### config.mk
export PLATFORM = sky130hd
export DESIGN_NAME = count_disp
export DESIGN_NICKNAME = d
export VERILOG_FILES = /design/src/rtl/count_pkg.sv /design/src/rtl/seg7_dec.sv /design/src/rtl/count_disp.sv
export SDC_FILE = /design/constraint.sdc
export NUM_CORES = 1
export LEC_CHECK = 0
export ABC_AREA = 1
export BUFFER_PORTS_ARGS = -buffer_cell sky130_fd_sc_hd__buf_2
export CAP_MARGIN = 20
export CORE_ASPECT_RATIO = 1.5
export CORE_MARGIN = 1.5
export CORE_UTILIZATION = 55
export CTS_BUF_LIST = sky130_fd_sc_hd__clkbuf_4
export DETAILED_ROUTE_END_ITERATION = 6
export PLACE_DENSITY_LB_ADDON = 0.25
export SETUP_SLACK_MARGIN = 0.4
export SLEW_MARGIN = 20
export SYNTH_ARGS = -nofsm -noshare
export SYNTH_HDL_FRONTEND = slang
export SYNTH_SLANG_ARGS = --single-unit
export TNS_END_PERCENT = 1
### constraint.sdc
create_clock -name clk -period 2.3 [get_ports clk]
set_input_delay 0.46 -clock clk [delete_from_list [all_inputs] [get_ports clk]]
set_output_delay 0.46 -clock clk [all_outputs]
set_load 0.02 [all_outputs]
### src/rtl/count_pkg.sv
// Shared types and constants for the two-digit count display.
package count_pkg;

    localparam int DIGIT_W    = 4;
    localparam int WRAP_CNT_W = 8;

    typedef enum logic {
        S_ONES = 1'b0,
        S_TENS = 1'b1
    } state_e;

    // Active-high segment patterns, bit0 = a ... bit6 = g
    localparam logic [6:0] SEG_0 = 7'h3F;
    localparam logic [6:0] SEG_1 = 7'h06;
    localparam logic [6:0] SEG_2 = 7'h5B;
    localparam logic [6:0] SEG_3 = 7'h4F;
    localparam logic [6:0] SEG_4 = 7'h66;
    localparam logic [6:0] SEG_5 = 7'h6D;
    localparam logic [6:0] SEG_6 = 7'h7D;
    localparam logic [6:0] SEG_7 = 7'h07;
    localparam logic [6:0] SEG_8 = 7'h7F;
    localparam logic [6:0] SEG_9 = 7'h6F;

endpackage

### src/rtl/seg7_dec.sv
// Digit to active-high seven-segment decoder; non-decimal codes light nothing.
module seg7_dec
    import count_pkg::*;
(
    input  logic [DIGIT_W-1:0] digit_i,
    output logic [6:0]         seg_o
);

    always_comb begin
        seg_o = 7'h00;
        case (digit_i)
            4'd0:    seg_o = SEG_0;
            4'd1:    seg_o = SEG_1;
            4'd2:    seg_o = SEG_2;
            4'd3:    seg_o = SEG_3;
            4'd4:    seg_o = SEG_4;
            4'd5:    seg_o = SEG_5;
            4'd6:    seg_o = SEG_6;
            4'd7:    seg_o = SEG_7;
            4'd8:    seg_o = SEG_8;
            4'd9:    seg_o = SEG_9;
            default: seg_o = 7'h00;
        endcase
    end

endmodule

### src/rtl/count_disp.sv
// Multiplexed two-digit display of a 0..15 count, with 15->0 wrap detection.
//   state  | meaning
//   S_ONES | ones digit driven on an[0]
//   S_TENS | tens digit driven on an[1] (or blanked when zero)
module count_disp
    import count_pkg::*;
#(
    parameter int REFRESH_DIV    = 4,
    parameter int BLANK_LZ       = 1,
    parameter int SEG_ACTIVE_LOW = 0
) (
    input  logic                  clk,
    input  logic                  rst,
    input  logic [DIGIT_W-1:0]    count_in,
    output logic [6:0]            seg,
    output logic [1:0]            an,
    output logic                  wrap,
    output logic [WRAP_CNT_W-1:0] wrap_cnt
);

    localparam logic [15:0] PRE_MAX = 16'(REFRESH_DIV - 1);

    logic [15:0]           presc_q, presc_d;
    state_e                state_q, state_d;
    logic [DIGIT_W-1:0]    disp_q, disp_d;
    logic [DIGIT_W-1:0]    prev_q;
    logic                  wrap_q;
    logic [WRAP_CNT_W-1:0] wrap_cnt_q;

    logic                  tick;
    logic                  tens;
    logic [DIGIT_W-1:0]    ones;
    logic [DIGIT_W-1:0]    digit;
    logic [6:0]            seg_raw;

    assign tick = (presc_q == PRE_MAX);

    always_ff @(posedge clk or negedge rst) begin
        if (!rst) begin
            presc_q <= '0;
            state_q <= S_ONES;
            disp_q  <= '0;
        end else begin
            presc_q <= presc_d;
            state_q <= state_d;
            disp_q  <= disp_d;
        end
    end

    always_comb begin
        presc_d = tick ? 16'd0 : presc_q + 16'd1;
        state_d = state_q;
        disp_d  = disp_q;
        if (tick) begin
            case (state_q)
                S_ONES: state_d = S_TENS;
                S_TENS: begin
                    state_d = S_ONES;
                    // Frame boundary: the only point where count_in enters the display.
                    disp_d  = count_in;
                end
                default: state_d = S_ONES;
            endcase
        end
    end

    always_comb begin
        tens  = (disp_q >= 4'd10);
        ones  = tens ? (disp_q - 4'd10) : disp_q;
        digit = ones;
        an    = 2'b01;
        if (state_q == S_TENS) begin
            digit = {3'b000, tens};
            an    = (!tens && (BLANK_LZ != 0)) ? 2'b00 : 2'b10;
        end
    end

    seg7_dec u_dec (
        .digit_i (digit),
        .seg_o   (seg_raw)
    );

    assign seg = (SEG_ACTIVE_LOW != 0) ? ~seg_raw : seg_raw;

    always_ff @(posedge clk or negedge rst) begin
        if (!rst) begin
            prev_q     <= '0;
            wrap_q     <= 1'b0;
            wrap_cnt_q <= '0;
        end else begin
            prev_q <= count_in;
            wrap_q <= (prev_q == 4'd15) && (count_in == 4'd0);
            if (wrap_q && (wrap_cnt_q != '1))
                wrap_cnt_q <= wrap_cnt_q + 1'b1;
        end
    end

    assign wrap     = wrap_q;
    assign wrap_cnt = wrap_cnt_q;

endmodule

==> flow_summary.ini <==
[sta]
fin_setup_tns_ns = -0.363
min_period_over_period_pct = 103
fin_ws_ns = -0.0734
fmax_ghz = 0.421
fin_skew_ns = 0.0184
setup_viol = 6
rsz0062_at_grt = yes
worstMarginPinSlew_ns = 0.719
slew_violations = 0
hold_violations = 0
max_slew_margin_pct = 52.1
finalCriticalPeriod_ns = 2.37
fin_hold_ws_ns = 0.157

[yosys]
yosysSeqAreaShare_pct = 42.0
synth_cell_types = 25
syn_area_mm2 = 0.00203
ys_ff_latch = 34
syn-num-nets = 268
netlist_instances = 253
ys_warn_count = 0
avgSynthCellArea_um2 = 8.01

[grt]
grt.overflow.total = 0
grt_pass1_vias = 1606
grt_max_degree = 35
antenna_found_initial = 0
grt_pass1_wl_um = 6580
grt_usage_pct = 21.5

[critical_path]
r2r_setup_slack_ns = 0.95
path_buf_inv = 5
crit_type = reg2out
path_cells = nand2_2, inv_2, nor2_4, inv_2, nor2_4, inv_2, ha_4, inv_2, nand2_2, o21ai_1, nand2_1, nand2_1, buf_6
critPathSlowestCell = dfrtp_1
rr_startpoint = wrap_cnt[1]
crit_path_frequent_cell = inv_2
slowest_delay_ns = 0.44
arrival_ns = 1.91
ff2ff_path_depth = 8
cp-start-kind = register
critPathTopFamily = simple AND/OR/NAND/NOR gates
end_kind = primary output
required_ns = 1.84
reg2reg_to = wrap_cnt[7]
path_max_fanout = 4
cp-startpoint = disp_q[1]

[die]
rows = 26
coreArea_mm2 = 0.00345
die_h_um = 77.3
start_util_pct = 58.7
die_area_mm2 = 0.00406
fp.dieW_um = 52.6
ioPinCount = 24

[power_and_ir_drop]
switching_share_pct = 28.7
clkPwrFrac_pct = 26.8
internal_power_uw = 811
power.switching_uw = 326
p_seq_share_pct = 54.2
power_density_mw_per_mm2 = 459
p_leak_uw = 0.00132
peakVddDrop_v = 0.000457
comb_power_share_pct = 19.0

[outcome]
status = complete, but fails checks
failed_checks = negative setup slack

[cts]
numCtsBuffers = 5
cts-root-buf = clkbuf_4
hold_buffers = 0
cts_tree = done
worst_skew_pair.late_latency_ns = 0.34
path_clk_slew_ns = 0.11
cts_sinks = 34
cts_max_level = 2
cts_buffer_depth = 2

[cells_and_area]
ff_latch_area_um2 = 852
final_cells = 339
final_cell_mix = 64 x nand2_1, 33 x dfrtp_1, 29 x inv_1, 19 x nor2_1, 18 x nand3_1
fillerInstances = 289
finalNetCount = 311
n_antenna_cell = 0
drive_gt1_share_pct = 31.3
area_growth_pct = 22.2
layout_commonest_cell = nand2_1
multi_input_area_mm2 = 0.00109

[place]
dpl.hpwl_um = 2810
dp.cells = 319
portBuffers = 23
place_congestion = 0.836

[routing]
first_iter_violations = 30
dr_total_vias = 1711
routed_via_density = 5.05
wl_um = 4040
post-route-drc-count = 0
routedWlPerCell_um = 11.9
ant_nets = 0
firstDrtPassIters = 4

[hold_path]
hp-class = in2async

[flow_run]
maxCapViolations = 0
state kept, by name, summed over array words and instances (netlist names):
register,flops
prev_q,4
disp_q,4
presc_q,16
wrap,1
state_q,1
wrap_cnt,8
area by class of cell:
cell class	count	share of cell area, %
Inverter	42	6.57
Clock buffer	5	1.52
Tap cell	42	2.12
Sequential cell	34	34.4
Clock inverter	3	0.455
Multi-Input combinational cell	176	43.9
Timing Repair Buffer	37	11.0
worst max path at each step:
stage | slack, ns | end | depth (start not counted)
finish | -0.07 | seg[0] | 13
global route | -0.18 | seg[0] | 11
CTS | -0.03 | seg[3] | 11
detailed placement | 0.22 | seg[3] | 11
global placement | 0.27 | seg[3] | 11
floorplan | 0.36 | seg[4] | 11
cells by family (layout without fill, tap and decap cells):
kind of cell,count (synthesis),in the layout,share of synthesized area (%)
AND/OR/NAND/NOR,138,138,32.1
buffers and inverters,43,87,8.59
flip-flops,34,34,42.0
XOR/XNOR,18,18,7.78
AO/OA/AOI/OAI,11,11,4.01
adder cells (fa/ha/maj),9,9,5.56
synthesized netlist by cell type:
cell	count	area share, %
nand2_2	7	2.2
a21oi_1	1	0.25
nand2_4	2	1.1
nand3_2	3	1.5
buf_6	1	0.56
nand3_1	18	4.4
inv_2	8	1.5
inv_4	2	0.62
a21oi_2	1	0.43
nand3b_1	2	0.74
dfrtp_1	34	42
nand4_1	6	1.9
inv_1	32	5.9
ha_1	9	5.6
nor2_2	6	1.9
nor2_4	2	1.1
nor3_1	2	0.49
a21oi_4	1	0.80
nand2_1	68	13
o21ai_1	5	1.2
nor4_1	1	0.31
o21ai_2	3	1.3
nor2_1	21	3.9
xor2_1	13	5.6
xnor2_1	5	2.2
layer usage:
| metal | share of wire [%] | track usage, % |
|---|---|---|
| met3 | 2.3 | 4.09 |
| met1 | 40 | 23.3 |
| met4 | 2.1 | 8.21 |
| met5 | 0 | 0 |
| met2 | 56 | 39.3 |
timing repair:
action,4_1_cts,5_1_grt
setup buffers,9,3
gates resized for setup,28,5
pin swaps,10,8
setup endpoints to repair,7,7
power by group through the flow:
stage	clock network (uW)	registers (uW)	logic (uW)
2_1_floorplan	0	631	98.1
3_3_place_gp	0	627	150
3_5_place_dp	0	628	153
4_1_cts	318	616	200
5_1_grt	342	617	236
6_report	305	616	216
stage by stage:
step / cell area, um^2 / power [uW] / setup slack (ns) / util [%]
6_report: 2470 / 1140 / -0.0734 / 71.8
5_1_grt: 2470 / 1190 / -0.183 / 71.8
4_1_cts: 2440 / 1130 / -0.0273 / 70.7
3_5_place_dp: 2220 / 781 / 0.218 / 64.4
3_3_place_gp: 2220 / 777 / 0.270 / 64.4
2_1_floorplan: 2050 / 729 / 0.361 / -
(Power assumes the default switching activity.)
